===== src/rtl/shifter_pkg.sv =====
// Shared mode encodings and helpers for the pipelined barrel shifter.
package shifter_pkg;

    localparam logic [2:0] MODE_SLL = 3'b000;
    localparam logic [2:0] MODE_SRA = 3'b001;
    localparam logic [2:0] MODE_ROR = 3'b010;
    localparam logic [2:0] MODE_SRL = 3'b011;
    localparam logic [2:0] MODE_ROL = 3'b100;

    // Every encoding above ROL is reserved.
    function automatic logic is_reserved(input logic [2:0] mode);
        return (mode > MODE_ROL);
    endfunction

endpackage


===== src/rtl/shift_stage.sv =====
// One combinational level of the barrel shifter: shifts or rotates by DIST when en_i is set.
module shift_stage
    import shifter_pkg::*;
#(
    parameter int WIDTH = 16,
    parameter int DIST  = 1
) (
    input  logic [WIDTH-1:0] data_i,
    input  logic             en_i,
    input  logic [2:0]       mode_i,
    output logic [WIDTH-1:0] data_o
);

    logic signed [WIDTH-1:0] sdata;

    assign sdata = data_i;

    always_comb begin
        data_o = data_i;
        if (en_i) begin
            case (mode_i)
                MODE_SLL: data_o = data_i << DIST;
                MODE_SRL: data_o = data_i >> DIST;
                MODE_SRA: data_o = sdata >>> DIST;
                MODE_ROR: data_o = (data_i >> DIST) | (data_i << (WIDTH - DIST));
                MODE_ROL: data_o = (data_i << DIST) | (data_i >> (WIDTH - DIST));
                default:  data_o = data_i;
            endcase
        end
    end

endmodule


===== src/rtl/pipe_shifter.sv =====
// Pipelined barrel shifter: one log2 level per registered stage, valid/ready with full backpressure.
module pipe_shifter
    import shifter_pkg::*;
#(
    parameter int WIDTH   = 16,
    parameter int SHAMT_W = $clog2(WIDTH),
    parameter int TAG_W   = 4
) (
    input  logic               clk,
    input  logic               rst_n,
    input  logic               flush,
    input  logic               in_valid,
    output logic               in_ready,
    input  logic [WIDTH-1:0]   in_data,
    input  logic [SHAMT_W-1:0] in_shamt,
    input  logic [2:0]         in_mode,
    input  logic [TAG_W-1:0]   in_tag,
    output logic               out_valid,
    input  logic               out_ready,
    output logic [WIDTH-1:0]   out_data,
    output logic               out_z,
    output logic               out_err,
    output logic [TAG_W-1:0]   out_tag
);

    localparam int LEVELS = SHAMT_W;

    // The last stage needs neither shamt nor mode, so those carry LEVELS-1 entries.
    logic [LEVELS-1:0]  vld_q, vld_d;
    logic [WIDTH-1:0]   data_q  [LEVELS];
    logic [WIDTH-1:0]   data_d  [LEVELS];
    logic [TAG_W-1:0]   tag_q   [LEVELS];
    logic [TAG_W-1:0]   tag_d   [LEVELS];
    logic [SHAMT_W-1:0] shamt_q [LEVELS-1];
    logic [SHAMT_W-1:0] shamt_d [LEVELS-1];
    logic [2:0]         mode_q  [LEVELS-1];
    logic [2:0]         mode_d  [LEVELS-1];
    logic               z_q, z_d;
    logic               err_q, err_d;

    logic [LEVELS-1:0]  st_vld;
    logic [WIDTH-1:0]   st_data  [LEVELS];
    logic [SHAMT_W-1:0] st_shamt [LEVELS];
    logic [2:0]         st_mode  [LEVELS];
    logic [TAG_W-1:0]   st_tag   [LEVELS];
    logic [WIDTH-1:0]   sh_data  [LEVELS];
    logic [LEVELS-1:0]  rdy;

    // A stage can load unless it and every stage after it are full and the sink is stalled.
    always_comb begin
        rdy = '0;
        for (int k = 0; k < LEVELS; k++) begin
            logic full_run;
            full_run = 1'b1;
            for (int j = k; j < LEVELS; j++) begin
                full_run = full_run & vld_q[j];
            end
            rdy[k] = out_ready | ~full_run;
        end
    end

    assign in_ready = rdy[0] & ~flush;

    genvar k;
    generate
        for (k = 0; k < LEVELS; k++) begin : g_stage
            if (k == 0) begin : g_first
                assign st_vld[k]   = in_valid & in_ready;
                assign st_data[k]  = in_data;
                assign st_shamt[k] = in_shamt;
                assign st_mode[k]  = in_mode;
                assign st_tag[k]   = in_tag;
            end else begin : g_next
                assign st_vld[k]   = vld_q[k-1];
                assign st_data[k]  = data_q[k-1];
                assign st_shamt[k] = shamt_q[k-1];
                assign st_mode[k]  = mode_q[k-1];
                assign st_tag[k]   = tag_q[k-1];
            end

            shift_stage #(
                .WIDTH (WIDTH),
                .DIST  (1 << k)
            ) u_shift_stage (
                .data_i (st_data[k]),
                .en_i   (st_shamt[k][k]),
                .mode_i (st_mode[k]),
                .data_o (sh_data[k])
            );
        end
    endgenerate

    always_comb begin
        vld_d   = vld_q;
        data_d  = data_q;
        tag_d   = tag_q;
        shamt_d = shamt_q;
        mode_d  = mode_q;
        z_d     = z_q;
        err_d   = err_q;

        for (int s = 0; s < LEVELS; s++) begin
            if (rdy[s]) begin
                vld_d[s]  = st_vld[s];
                data_d[s] = sh_data[s];
                tag_d[s]  = st_tag[s];
            end
        end
        for (int s = 0; s < LEVELS - 1; s++) begin
            if (rdy[s]) begin
                shamt_d[s] = st_shamt[s];
                mode_d[s]  = st_mode[s];
            end
        end

        // Flags are derived from the final level's result and travel with it.
        if (rdy[LEVELS-1]) begin
            z_d   = (sh_data[LEVELS-1] == '0);
            err_d = is_reserved(st_mode[LEVELS-1]);
        end

        if (flush) begin
            vld_d = '0;
        end
    end

    always_ff @(posedge clk) begin
        if (!rst_n) begin
            vld_q <= '0;
            z_q   <= 1'b0;
            err_q <= 1'b0;
            for (int s = 0; s < LEVELS; s++) begin
                data_q[s] <= '0;
                tag_q[s]  <= '0;
            end
            for (int s = 0; s < LEVELS - 1; s++) begin
                shamt_q[s] <= '0;
                mode_q[s]  <= '0;
            end
        end else begin
            vld_q   <= vld_d;
            data_q  <= data_d;
            tag_q   <= tag_d;
            shamt_q <= shamt_d;
            mode_q  <= mode_d;
            z_q     <= z_d;
            err_q   <= err_d;
        end
    end

    assign out_valid = vld_q[LEVELS-1];
    assign out_data  = data_q[LEVELS-1];
    assign out_tag   = tag_q[LEVELS-1];
    assign out_z     = z_q;
    assign out_err   = err_q;

endmodule


===== config.mk =====
export PLATFORM = sky130hd
export DESIGN_NAME = pipe_shifter
export DESIGN_NICKNAME = d
export VERILOG_FILES = /design/src/rtl/shifter_pkg.sv /design/src/rtl/shift_stage.sv /design/src/rtl/pipe_shifter.sv
export SDC_FILE = /design/constraint.sdc
export NUM_CORES = 1
export LEC_CHECK = 0
export ABC_AREA = 1
export CORE_ASPECT_RATIO = 1.75
export CORE_UTILIZATION = 45
export CTS_CLUSTER_DIAMETER = 100
export DETAILED_ROUTE_END_ITERATION = 16
export PLACE_DENSITY = 0.73
export RECOVER_POWER = 25
export SLEW_MARGIN = 20
export SYNTH_ARGS = -nofsm -noshare
export SYNTH_HDL_FRONTEND = slang
export SYNTH_HIERARCHICAL = 1
export SYNTH_SLANG_ARGS = --single-unit

===== constraint.sdc =====
create_clock -name clk -period 1.8 [get_ports clk]
set_clock_uncertainty 0.15 [all_clocks]
set_input_delay 0.45 -clock clk [delete_from_list [all_inputs] [get_ports clk]]
set_output_delay 0.45 -clock clk [all_outputs]
set_load 0.02 [all_outputs]

## Yosys cells after proc, flatten, opt, wreduce, memory -nomap -nowiden

Cells that the tools add are included.

| storage, ports and cells | value |
|---|---|
| flip-flop bits (word level) | 107 |
| logic and storage cells | 77 |
| input port bits | 32 |
| output and inout port bits | 24 |

| operators by class | value |
|---|---|
| multiplexer cells | 8 |
| bitwise operators | 25 |
| reduce and logical (&&, ||, !) cells | 7 |
| order comparisons | 1 |
| equal/unequal tests | 16 |

Operators by type and width:

| operator | number |
|---|---|
| 16-bit one-hot mux with 5 select lines | 3 |
| 16-bit 2-to-1 mux | 4 |
| 16-bit one-hot mux with 4 select lines | 1 |
| 3-bit by 2-bit == test with 1-bit output, second input constant | 8 |
| 16-bit logical NOT | 1 |
| 12-bit by 16-bit OR with 16-bit output | 1 |
| 14-bit by 16-bit OR with 16-bit output | 1 |
| 15-bit by 16-bit OR with 16-bit output | 1 |
| 16-bit by 1-bit OR with 16-bit output | 1 |
| 16-bit by 2-bit OR with 16-bit output | 1 |
| 16-bit by 4-bit OR with 16-bit output | 1 |
| 8-bit by 16-bit OR with 16-bit output | 1 |
| 3-bit by 1-bit == test with 1-bit output, second input constant | 4 |
| 3-bit == test, second input constant | 4 |
| 3-bit logical NOT | 4 |
| 1-bit AND | 8 |
| 1-bit inverter | 6 |
| 1-bit OR | 4 |
| 2-bit OR reduction | 2 |
| 3-bit > comparator, second input constant | 1 |

## Logic depth before layout (Yosys ltp)

Gate-level depths: netlist of the first run.

| logic depth | value |
|---|---|
| word-level depth | 7 |
| gate-level depth with buffers | 11 |
| gate-level depth less buffers | 11 |

## Modules after synthesis

The synthesis of the first run kept the hierarchy.

By module, submodules not included:

| module | sequential area each (um^2) | instances | area an instance (um^2) | cells each |
|---|---|---|---|---|
| pipe_shifter | 2021.9 | 1 | 3892.5 | 523 |
| shift_stage (g_stage[1].u_shift_stage) | 0.0 | 1 | 536.8 | 114 |
| shift_stage (g_stage[0].u_shift_stage) | 0.0 | 1 | 491.7 | 111 |
| shift_stage (g_stage[2].u_shift_stage) | 0.0 | 1 | 491.7 | 115 |
| shift_stage (g_stage[3].u_shift_stage) | 0.0 | 1 | 394.1 | 76 |

## Least setup slack after synthesis of the first run

Ideal clock, no wire load.

| timing | value |
|---|---|
| kind | input to output |
| from | in out_ready |
| to | out in_ready |
| slack | -0.047 ns |
| stages on the path | 7 |
| data required time | 1.200 ns |
| data arrival time | 1.247 ns |
| path buffers | 1 |
| cell sequence | inv_1 nand2_2 nor2_8 nand2_4 nor2_8 buf_6 nor2_1 |

| on the way | value |
|---|---|
| cells in the longest elaborated chain, start to end | 2 |

Ends and longest elaborated chain:

| item | RTL line | source |
|---|---|---|
| start: declaration | pipe_shifter.sv:19 | `input logic out_ready,` |
| 1-bit OR | pipe_shifter.sv:58 | `rdy[k] = out_ready \| ~full_run;` |
| 1-bit AND | pipe_shifter.sv:62 | `assign in_ready = rdy[0] & ~flush;` |
| end: declaration | pipe_shifter.sv:13 | `output logic in_ready,` |

No other way between the ends.

## Worst setup path in the final report of the first run

| timing | value |
|---|---|
| from | reg vld_q[3] |
| to | out in_ready |

| on the way | value |
|---|---|
| cells in the longest elaborated chain, start to end | 4 |

Ends and longest elaborated chain:

| item | RTL line | source |
|---|---|---|
| start: declaration | pipe_shifter.sv:29 | `logic [LEVELS-1:0] vld_q, vld_d;` |
| start signal: assignment | pipe_shifter.sv:141 | `vld_q <= vld_d;` |
| 1-bit AND | pipe_shifter.sv:56 | `full_run = full_run & vld_q[j];` |
| 1-bit inverter | pipe_shifter.sv:58 |  |
| 1-bit OR | pipe_shifter.sv:58 |  |
| 1-bit AND | pipe_shifter.sv:62 |  |

No other way between the ends.

==> impl_metrics.env, run 1 <==
export IMPL_track_usage=0.217
export IMPL_hold_viol=0
export IMPL_drt_iter0_drc=298
export IMPL_synth_ff_type="dfxtp_1"
export IMPL_place_congestion=0.884
export IMPL_r2r_setup_slack_ps=20
export IMPL_synth_top_cells_by_area="dfxtp_1 35%, nor2_1 23%, nand2_1 10%"
export IMPL_grt_max_degree=97
export IMPL_antenna_found_initial=0
export IMPL_timing_final_ws_setup_ps=-19.0
export IMPL_drv_cap=0
export IMPL_ant_nets=0
export IMPL_cts_tree="done"
export IMPL_cts_path_max_buffers=2
export IMPL_p_per_area_nw_per_um2=762
export IMPL_grt_overflow_total=0
export IMPL_end_kind="output port"
export IMPL_via_count=5715
export IMPL_crit_buf_inv=1
export IMPL_cts_root_buf="clkbuf_16"
export IMPL_crit_family="simple AND/OR/NAND/NOR gates"
export IMPL_dp_cells=1154
export IMPL_min_from="rst_n"
export IMPL_grt_pass1_vias=5379
export IMPL_violations="negative setup slack"
export IMPL_cp_required_ps=1200
export IMPL_start_kind="register"
export IMPL_period_needed_ps=1820
export IMPL_worst_pin_slew_ps=485
export IMPL_synth_common_cells="350 x nor2_1, 155 x nand2_1, 101 x dfxtp_1"
export IMPL_cts_sinks=101
export IMPL_seq_area_frac_synth=0.348
export IMPL_die_area_sq_um=13400
export IMPL_die_x_um=87.9
export IMPL_rsz0062_at_grt="yes"
export IMPL_drc_errors=0
export IMPL_setup_viol=1
export IMPL_final_core_util=0.559
export IMPL_start_util=0.465
export IMPL_report_final_slew_viol_count=0
export IMPL_yosys_warnings=6
export IMPL_hpwl_mm=10.3
export IMPL_insertion_delay_ps=340
export IMPL_insertedDiodeCount=0
export IMPL_max_freq_mhz=550
export IMPL_status="finished, violations left"
export IMPL_netlist_area_sq_um=5810
export IMPL_critPathSlowestCell="dfxtp_2"
export IMPL_seq_area_sq_um=2030
export IMPL_cpPeakStageDelay_ps=360
export IMPL_cp_max_fo=2
export IMPL_synth_edf_count=0
export IMPL_reg2reg_depth=10
export IMPL_ios=56
export IMPL_cellLeakagePower_nw=3.38
export IMPL_synthArstFlopShare=0
export IMPL_synth_most_common_cell="nor2_1"
export IMPL_grt_pass1_wl_mm=23.5
export IMPL_finalInstanceArea_sq_um=6990
export IMPL_worstSetupPathType="register to output port"
export IMPL_io_buffers=55
export IMPL_peakVddDrop_v=0.000424
export IMPL_synthDominantCellAreaShare=0.348
export IMPL_post_drt_via_cell_ratio=4.87
export IMPL_holdPathEnd="out_z"
export IMPL_maxSlewHeadroom=0.677
export IMPL_rr_endpoint="out_z"
export IMPL_place_area_sq_um=6650
export IMPL_synth_ff_latch_count=101
export IMPL_synth_distinct_cells=27
export IMPL_instances_no_fill=1174
export IMPL_syn_area_per_cell_sq_um=6.18
export IMPL_fill_cells=1264
export IMPL_cts_buffers=9
export IMPL_drive_above_1_share=0.135
export IMPL_holdPathStages=3
export IMPL_syn2layout_area_growth_pct=20.4
export IMPL_fin_nets=1033
export IMPL_hp_class="input port to register"
export IMPL_netlist_instances=939
export IMPL_fin_crit_sh=1.01
export IMPL_wl_per_cell_um=12.0
export IMPL_wl_mm=14.1
export IMPL_critPathArrivalTime_ps=1220
export IMPL_clk_pin_slew_worst_paths_ps=70
export IMPL_yosysTopAreaCell="dfxtp_1"
export IMPL_core_area_sq_um=12500
export IMPL_die_height_um=152
export IMPL_drt_pass1_iter_count=5
export IMPL_multiInputGateArea_sq_um=3240
export IMPL_syn_nets=971
export IMPL_crit_chain="nand2_4 > nor2_8 > nand2_4 > nor2_8 > nor2_2 > buf_6"
export IMPL_reg2reg_from="mode_q[1]"
export IMPL_cts_max_level=3
export IMPL_num_rows=54
## repair_timing
| item | 4_1_cts | 5_1_grt |
|---|---|---|
| hold buffers | 0 | 0 |
| setup endpoints to repair | 25 | 2 |
| gates cloned | 0 | 2 |
| pin swaps | 0 | 7 |
| gates resized for setup | 33 | 14 |
| setup buffers | 0 | 2 |
## area by class of cell
cell class / instances / area share
flip-flops and latches: 101 / 0.290
repair buffers: 114 / 0.147
well taps: 168 / 0.0301
clock inverters: 5 / 0.00966
multi-input cells: 726 / 0.463
clock buffers: 11 / 0.0333
inverters: 49 / 0.0267
## how the worst max path moves through the flow
stage	start	to	slack [ps]	depth (start not counted)
after detailed placement	out_ready	in_ready	-750	8
after global routing	vld_q[3]	in_ready	-70	6
after floorplan	out_ready	in_ready	10	7
final	vld_q[3]	in_ready	-20	6
after CTS	out_ready	in_ready	-120	8
after global placement	out_ready	in_ready	-760	8
## per-layer routing
metal	up-vias	track usage	routed length (um)
met5	-	0	0
met4	0	0.126	637
met3	43	0.0255	290
li1	3060	-	-
met2	136	0.426	7970
met1	2476	0.203	5150
## kinds of logic after synthesis
family          count (synthesis)  share of synthesized area
compound gates                 96                     0.0937
buf+inv                       114                      0.104
flops                         101                      0.348
simple gates                  628                      0.454
## flip-flops by register name (all words and copies together), names as in the netlist
register  count
out_z         1
vld_q         4
shamt_q       6
data_q       48
mode_q        9
out_err       1
out_tag       4
out_data     16
st_tag       12
## metrics by stage
step | hold WS [ps] | setup TNS [ps] | total power, mW | worst slack [ps]
floorplan | 305 | 0 | 3.12 | 14.7
global placement | 305 | -11360 | 3.42 | -760
detailed placement | 304 | -11500 | 3.43 | -752
CTS | 204 | -116 | 5.36 | -116
global route | 216 | -500 | 5.61 | -69.4
finish | 214 | -19.0 | 5.33 | -19.0
## worst reg2reg max path: stages, from the launching register on
cell and delay [ps]:
dfxtp_2 360, nor2_1 270, nand2_2 180, nand2_1 120
nor2_2 30, nor2_1 160, nor2_1 90, nand2_1 90
nor2_1 50, nand3_1 110, a21oi_1 80
## report_power, final
group	total [mW]	switching (mW)	internal [mW]
clock network	1.94	0.845	1.10
logic	0.900	0.497	0.403
registers	2.48	0.123	2.36
## layout by cell type (no fill, tap or decap), types with 2 or more instances in the layout
| master | synthesis | layout |
|---|---|---|
| a21oi_1 | 13 | 13 |
| buf_12 | 0 | 6 |
| buf_4 | 26 | 49 |
| buf_6 | 7 | 2 |
| clkbuf_1 | 16 | 2 |
| clkbuf_16 | 0 | 9 |
| clkbuf_2 | 2 | 4 |
| clkdlybuf4s50_1 | 0 | 29 |
| clkinv_4 | 0 | 2 |
| dfxtp_1 | 101 | 96 |
| dfxtp_2 | 0 | 5 |
| dlygate4sd2_1 | 0 | 23 |
| inv_1 | 41 | 41 |
| inv_2 | 7 | 7 |
| nand2_1 | 155 | 152 |
| nand2_2 | 5 | 6 |
| nand2_4 | 5 | 8 |
| nand3_1 | 87 | 87 |
| nand4_1 | 6 | 6 |
| nor2_1 | 350 | 348 |
| nor2_2 | 11 | 13 |
| nor2_4 | 5 | 5 |
| nor2_8 | 2 | 2 |
| o21ai_0 | 72 | 72 |
| o21ai_2 | 8 | 7 |
| o21ai_4 | 2 | 3 |
(Power assumes the default switching activity.)
==> run 2, diff against run 1 <==
CAP_MARGIN = 20   (was default)
SLEW_MARGIN = default   (was 20)
==> results of run 2 <==
Same layout as run 1: the final DEF is identical, and so are final timing and power.
==> run 3, diff against run 2 <==
CORE_MARGIN = 4   (was default)
CORE_UTILIZATION = 25   (was 45)
PLACE_DENSITY = 0.49   (was 0.73)
==> run 3 against run 2 <==
Net effect: the flow still finishes with violations (negative setup slack); wire length grew 7.3%; setup slack improved by 12 ps; core utilization down 24 points; global-route usage shrank 9.4 points; register-to-register slack gained 90 ps; clock power about the same; die area rose by 93%; first-iteration DRC count is 20% lower; largest cell class unchanged; highest routed layer unchanged.
==> impl_metrics.env, run 3 (same netlist as run 1, synthesis figures left out) <==
export IMPL_reg2reg_depth=9
export IMPL_io_buffers=55
export IMPL_hold_viol=0
export IMPL_drive_above_1_share=0.139
export IMPL_insertion_delay_ps=340
export IMPL_wl_mm=15.1
export IMPL_p_per_area_nw_per_um2=743
export IMPL_dp_cells=1290
export IMPL_die_area_sq_um=25800
export IMPL_regMostFlops="data_q"
export IMPL_end_kind="output port"
export IMPL_hpwl_mm=11.4
export IMPL_cp_depth=8
export IMPL_drv_cap=0
export IMPL_insertedDiodeCount=0
export IMPL_rsz0062_at_grt="yes"
export IMPL_critPathSlowestCell="clkdlybuf4s15_1"
export IMPL_maxSlewHeadroom=0.721
export IMPL_ant_nets=0
export IMPL_layout_commonest_cell="nor2_1"
export IMPL_cts_tree="done"
export IMPL_start_kind="input port"
export IMPL_violations="negative setup slack"
export IMPL_syn2layout_area_growth_pct=23.7
export IMPL_core_area_sq_um=22800
export IMPL_clk_pin_slew_worst_paths_ps=70
export IMPL_cp_required_ps=1200
export IMPL_crit_end="in_ready"
export IMPL_drc_errors=0
export IMPL_wl_met3_um=252
export IMPL_holdBufCountCts=0
export IMPL_crit_buf_inv=3
export IMPL_fin_crit_sh=1.00
export IMPL_setup_viol=1
export IMPL_wl_met2_mm=8.50
export IMPL_worst_pin_slew_ps=417
export IMPL_drt_iter0_drc=239
export IMPL_largest_reg_flops=48
export IMPL_drt_pass1_iter_count=7
export IMPL_cts_max_level=3
export IMPL_grt_pass1_vias=5517
export IMPL_period_needed_ps=1810
export IMPL_highest_layer="met4"
export IMPL_grt_max_degree=97
export IMPL_finalSetupTns_ps=-6.62
export IMPL_worstSetupPathType="input port to output port"
export IMPL_fin_nets=1035
export IMPL_cp_max_fo=2
export IMPL_instances_no_fill=1308
export IMPL_grt_pass1_wl_mm=26.5
export IMPL_die_height_um=210
export IMPL_post_drt_via_cell_ratio=4.30
export IMPL_cts_buffers=9
export IMPL_peakVddDrop_v=0.000430
export IMPL_timing_final_ws_setup_ps=-6.62
export IMPL_report_final_slew_viol_count=0
export IMPL_die_x_um=123
export IMPL_via_count=5620
export IMPL_cts_path_max_buffers=2
export IMPL_max_freq_mhz=554
export IMPL_cts_root_buf="clkbuf_16"
export IMPL_grt_overflow_total=0
export IMPL_cellLeakagePower_nw=3.40
export IMPL_hp_class="input port to register"
export IMPL_crit_start="out_ready"
export IMPL_cpPeakStageDelay_ps=190
export IMPL_cts_sinks=101
export IMPL_status="finished, violations left"
export IMPL_rr_endpoint="out_z"
export IMPL_r2r_setup_slack_ps=110
export IMPL_final_core_util=0.314
export IMPL_place_congestion=0.773
export IMPL_reg2reg_from="mode_q[0]"
export IMPL_layout_common_cells="347 x nor2_1, 152 x nand2_1, 96 x dfxtp_1"
export IMPL_num_rows=73
export IMPL_critPathArrivalTime_ps=1210
export IMPL_holdPathStages=3
export IMPL_wl_met1_mm=5.91
export IMPL_wl_per_cell_um=11.5
export IMPL_crit_chain="clkdlybuf4s15_1 > inv_2 > nand2_4 > nor2_8 > nand2_4 > nor2_8 > nor2_2 > buf_6"
export IMPL_track_usage=0.123
export IMPL_crit_family="buffers and inverters"
export IMPL_antenna_found_initial=0
export IMPL_start_util=0.254
export IMPL_ios=56
## run 3: cell count changes in the layout (fill, tap and decap cells not counted), sizes merged
| cell | delta |
|---|---|
| dlymetal6s2s | +2 |
| clkdlybuf4s15 | +1 |
| clkinvlp | +2 |
| clkbuf | -4 |
| clkdlybuf4s50 | -2 |
| clkinv | -1 |
| buf | +6 |
| nand2 | -2 |
## run 3: final cells by class
class,instances,area [sq um]
Fill cell,2626,15700
Clock inverter,6,70.1
Sequential cell,101,2030
Clock buffer,10,229
Timing Repair Buffer,118,1080
Inverter,49,186
Multi-Input combinational cell,724,3210
Tap cell,300,375
## run 3: routing by layer
metal | global-route usage | vias up
li1 | - | 3053
met1 | 0.129 | 2481
met2 | 0.242 | 64
met3 | 0.0127 | 22
met4 | 0.0467 | 0
met5 | 0 | -
## run 3: worst min-delay path by stage
stage / startpoint / endpoint / slack (ps)
3_3_place_gp: out_z / out_z / 310
2_1_floorplan: shamt_q[10] / shamt_q[6] / 310
5_1_grt: rst_n / out_z / 250
6_report: rst_n / out_z / 230
3_5_place_dp: out_z / out_z / 310
4_1_cts: rst_n / out_z / 230
## run 3: what timing repair did
item / CTS / global route
gates resized for setup: 33 / 13
buffers inserted: 1 / 1
gates cloned: 0 / 0
pin swaps: 3 / 7
setup endpoints to repair: 26 / 17
## run 3: report_power, final
group | total [mW] | leakage [nW] | switching, mW | internal [mW]
Sequential | 2.48 | 0.833 | 0.121 | 2.36
Combinational | 0.902 | 2.43 | 0.496 | 0.406
Clock | 1.95 | 0.141 | 0.860 | 1.09
## run 3: through the flow
step / total power [mW] / setup WS [ps] / area [sq um] / hold slack (ps)
3_5_place_dp: 3.45 / -736 / 6850 / 309
2_1_floorplan: 3.12 / 14.7 / 5810 / 305
6_report: 5.33 / -6.62 / 7180 / 231
5_1_grt: 5.66 / -67.9 / 7180 / 251
3_3_place_gp: 3.44 / -732 / 6850 / 307
4_1_cts: 5.43 / -108 / 7140 / 229
## run 3: worst reg2reg max path, stage by stage (launching register included)
cell,delay [ps]
dfxtp_4,360
o21ai_4,230
nand2_8,140
nor2_1,140
nor2_1,60
nor2_1,110
nand2_1,70
nor2_1,130
nand3_1,120
a21oi_1,130
==> patch 1, RTL diff (settings of run 3) <==
`WIDTH` is set to 16 in 2 places; all go to 8.
--- a/src/rtl/shift_stage.sv
+++ b/src/rtl/shift_stage.sv
@@ -3,5 +3,5 @@
     import shifter_pkg::*;
 #(
-    parameter int WIDTH = 16,
+    parameter int WIDTH = 8,
     parameter int DIST  = 1
 ) (
--- a/src/rtl/pipe_shifter.sv
+++ b/src/rtl/pipe_shifter.sv
@@ -3,5 +3,5 @@
     import shifter_pkg::*;
 #(
-    parameter int WIDTH   = 16,
+    parameter int WIDTH   = 8,
     parameter int SHAMT_W = $clog2(WIDTH),
     parameter int TAG_W   = 4
Ports: changed (resized in_data, in_shamt and out_data); port bits go from 56 to 39. The function was not compared with the original's and may differ.
==> patch 1 against run 3 <==
Utilization shrank 0.28 points. Worst setup slack gained 79 ps. Register-to-register slack gained 70 ps. Combinational power shrank 48%. Sequential cell count shrank 51. Die area shrank 48%. Critical path depth is the same. Hold slack gained 92 ps. Synthesized cell count shrank 55%. Synthesized area shrank 50%. Total power shrank 50%. Design area shrank 50%. Wire length shrank 57%. Critical path type unchanged. Critical endpoint unchanged.
==> patch 1: results (changes against run 3) <==
Status:
- The flow ran to the end, and the final reports show no timing, DRC or antenna violations.

Global routing:
- The largest net degree at the start of global routing was 47 (-52%).
- The combined global-route utilization of all metal layers is 0.0996 (-0.0234).
- The global-route wire length before repair is 11.2 mm (-58%).
- The number of global-route vias before repair is 2521 (-54%).

Pwr:
- The peak supply drop is 0.320 mV (-26%).
- The cell leakage power came to 1.66 nW (-51%).
- The reported net switching power was 0.761 mW (-48%).

Placement:
- The post-place instance area is 3440 µm² (-50%).
- The number of placed instances, taps included is 586 (-55%).
- The final HPWL from detailed placement is 4.93 mm (-57%).
- The final weighted congestion of routability-driven global placement is 0.804 (+3.9%).

Layout:
- The net total in the final layout is 483 (-53%).
- The count of placed standard cells in the final layout, fillers left out came to 596 (-54%).
- The layout filler cell count is 1257 (-52%).
- The fraction of layout instances using a drive strength above 1 is 0.215 (+0.0759).
- The number of flip-flops under the largest register name is 16 (-67%).

Yosys:
- The area fraction in compound gates after synthesis is 0.0720 (-0.0218).
- The synthesized-area fraction occupied by adder cells came to 0 (unchanged).
- After synthesis, the cell types taking the most area are sky130_fd_sc_hd__dfxtp_1 (34%), sky130_fd_sc_hd__nor2_1 (15%), sky130_fd_sc_hd__nand2_1 (9.3%), sky130_fd_sc_hd__nor2_2 (8.6%), sky130_fd_sc_hd__nand3b_1 (4.4%).
- The number of nets in the synthesized netlist is 446 (-54%).
- The share of the yosys chip area belonging to registers is 0.343 (-0.00544).
- The synthesized instance count is 423 (-55%).

Detailed routing:
- The detailed-route wire length is 6.47 mm (-57%).
- The detailed-routing iteration count for the pre-antenna-repair pass came to 4 (-3).
- The DRC marker count from the first detailed-route iteration is 76 (-68%).
- The via-per-instance ratio is 4.36 (+1.5%).

Setup path:
- The largest incremental delay on the critical path is 170 ps (-20 ps).
- The arrival time at the worst endpoint is 1130 ps (-80 ps).

Clocking:
- The number of buffers created by CTS was 5 (-4).
- The clock latency at the later pin of the worst-skew pair is 300 ps (-40 ps).

Timing:
- The actual slew at the worst max-slew pin came to 456 ps (+39.1 ps).

Min path:
- The cell depth of the worst hold path is 2 (-1).
-- patch 1: changes by cell type in the layout (fill, tap and decap cells not counted), sizes merged, moves of 48 or more --
cell and delta:
nand3 -63, o21ai -48, dfxtp -51, buf -51
nand2 -84, nor2 -208
-- patch 1: kinds of logic after synthesis --
kind of cell           after synthesis
AO/OA/AOI/OAI                       39
buffers and inverters               49
flip-flops                          50
AND/OR/NAND/NOR                    285
-- patch 1: power groups by stage --
| stage | Clock (mW) | Sequential [mW] | Combinational (mW) |
|---|---|---|---|
| after floorplan | 0 | 1.24 | 0.337 |
| final | 0.979 | 1.23 | 0.468 |
| after CTS | 1.02 | 1.23 | 0.476 |
| after global placement | 0 | 1.25 | 0.482 |
| after detailed placement | 0 | 1.25 | 0.486 |
| after global routing | 1.06 | 1.24 | 0.525 |
-- patch 1: worst max-delay path: cells and delay by family --
family	cells	cell delay (ps)
buffers and inverters	4	400
and+or+nand+nor	4	270
-- patch 1: layer usage --
layer / vias up / GRT usage / wire length [µm]
li1: 1403 / - / -
met1: 1152 / 0.0968 / 2510
met2: 35 / 0.204 / 3670
met3: 8 / 0.0164 / 173
met4: 0 / 0.0422 / 127
met5: - / 0 / 0
-- patch 1: metrics by stage --
stage,utilization,setup WS [ps]
3_5_place_dp,0.299,-645
6_report,0.312,72.7
3_3_place_gp,0.299,-655
5_1_grt,0.312,19.2
4_1_cts,0.311,27.2
2_1_floorplan,-,84.5
-- patch 1: path summary, 6_finish.rpt --
check,from,endpoint,slack (ps)
hold reg to reg,out_z,out_z,320
setup / recovery,out_ready,in_ready,70
setup reg to reg,mode_q[2],out_z,180
hold / removal,out_z,out_z,320
-- patch 1: area by class of cell --
| type | count | area (µm²) | area share |
|---|---|---|---|
| well taps | 135 | 169 | 0.0471 |
| clock buffers | 5 | 125 | 0.0349 |
| multi-input cells | 325 | 1660 | 0.461 |
| inverters | 26 | 118 | 0.0328 |
| repair buffers | 52 | 490 | 0.137 |
| flip-flops and latches | 50 | 1000 | 0.279 |
| clock inverters | 3 | 28.8 | 0.00802 |
-- patch 1: repair_timing --
item | in CTS | in global routing
resized for setup | 22 | 3
setup endpoints to repair | 16 | 2
hold endpoints to repair | 0 | 0
cloned | 0 | 1
pin swaps | 1 | 1
setup buffers | 0 | 1
==> patch 2, RTL diff (flow settings as in run 3) <==
Without the edit above. Remove the case item `MODE_SLL` of the case on `mode_i`.
--- a/src/rtl/shift_stage.sv
+++ b/src/rtl/shift_stage.sv
@@ -20,5 +20,4 @@
         if (en_i) begin
             case (mode_i)
-                MODE_SLL: data_o = data_i << DIST;
                 MODE_SRL: data_o = data_i >> DIST;
                 MODE_SRA: data_o = sdata >>> DIST;
Function: changed (Yosys sat finds a counterexample within 10 cycles, from zero or initial values and one cycle with rst_n low).
==> patch 2 against run 3 <==
Synthesized cell count rose by 0.75%. Register-to-register slack worse by 20 ps. Cell count shrank 0.61%. Global-route usage is 0.49 points lower. Critical path depth did not move. Synthesized area grew 3.3%. Sequential share of layout area down 0.11 points. Wire length up 6.7%. Sequential cell count did not move. Total power is 1.6% lower. Design area up 0.38%. Hold slack improved by 6.7 ps. Worst setup slack improved by 6.6 ps.
==> patch 2: results (changes against run 3) <==
Status:
- The run finished with clean final reports.

Setup path:
- The slowest cell on the critical path is sky130_fd_sc_hd__clkdlybuf4s15_2.
- In this run the critical register-to-register path is launched from mode_q[2].

Pwr:
- The total combinational power was 0.862 mW (-4.4%).
- The peak supply drop is 0.448 mV (+4.0%).
- The proportion of power drawn by the clock network is 0.364 (-0.002).
- The reported net switching power came to 1.45 mW (-1.8%).
- The cell leakage power came to 3.29 nW (-3.2%).

Global routing:
- The number of global-route vias before repair is 5409 (-2.0%).

Timing:
- The worst slew slack as a fraction of its limit is 0.636 (-0.0851).
- The fmax is 556 MHz (+0.37%).

Yosys:
- The post-synthesis average cell area is 6.34 µm² (+2.6%).
- The share of the yosys chip area belonging to registers is 0.337 (-0.0112).
- The number of nets in the synthesized netlist is 978 (+0.72%).

Layout:
- The number of sequential storage elements was 101 (unchanged).
- The number of multi-input combinational cells in the layout was 701 (-3.2%).
- The layout filler cell count is 2657 (+1.2%).
- The net total in the final layout is 1024 (-1.1%).
- The multi-input logic portion of the cell area is 0.454 (+0.00697).

Detailed routing:
- The vias after detailed routing is 5787 (+3.0%).
- The DRC marker count from the first detailed-route iteration came to 251 (+5.0%).

Placement:
- The worst slack at placement was -787 ps (-50.5 ps).
- The final weighted congestion of routability-driven global placement is 0.878 (+14%).
- The final HPWL from detailed placement was 12.1 mm (+6.3%).
- The post-place instance area came to 6910 µm² (+1.0%).
[patch 2: metal layers]
metal  global-route usage  up-vias  wire length [µm]
li1                     -     3104                 -
met1                0.116     2565              6300
met2                0.242       90              8940
met3               0.0145       28               368
met4               0.0543        0               476
met5                    0        -                 0
[patch 2: repair_timing]
action,4_1_cts,5_1_grt
buffers inserted,0,1
gates resized for setup,36,10
setup endpoints to repair,25,13
pin swaps,0,1
[patch 2: stage by stage]
stage / hold slack [ps] / setup TNS (ps)
2_1_floorplan: 305 / 0
3_3_place_gp: 307 / -20310
3_5_place_dp: 310 / -17480
4_1_cts: 234 / -32.7
5_1_grt: 248 / -226
6_report: 238 / 0
[patch 2: cell families (layout without fill, tap and decap cells)]
group / Yosys count / in the layout / share of synthesized area
AND/OR/NAND/NOR: 546 / 546 / 0.406
AO/OA/AOI/OAI: 155 / 155 / 0.136
buffers and inverters: 144 / 194 / 0.121
flip-flops: 101 / 101 / 0.337
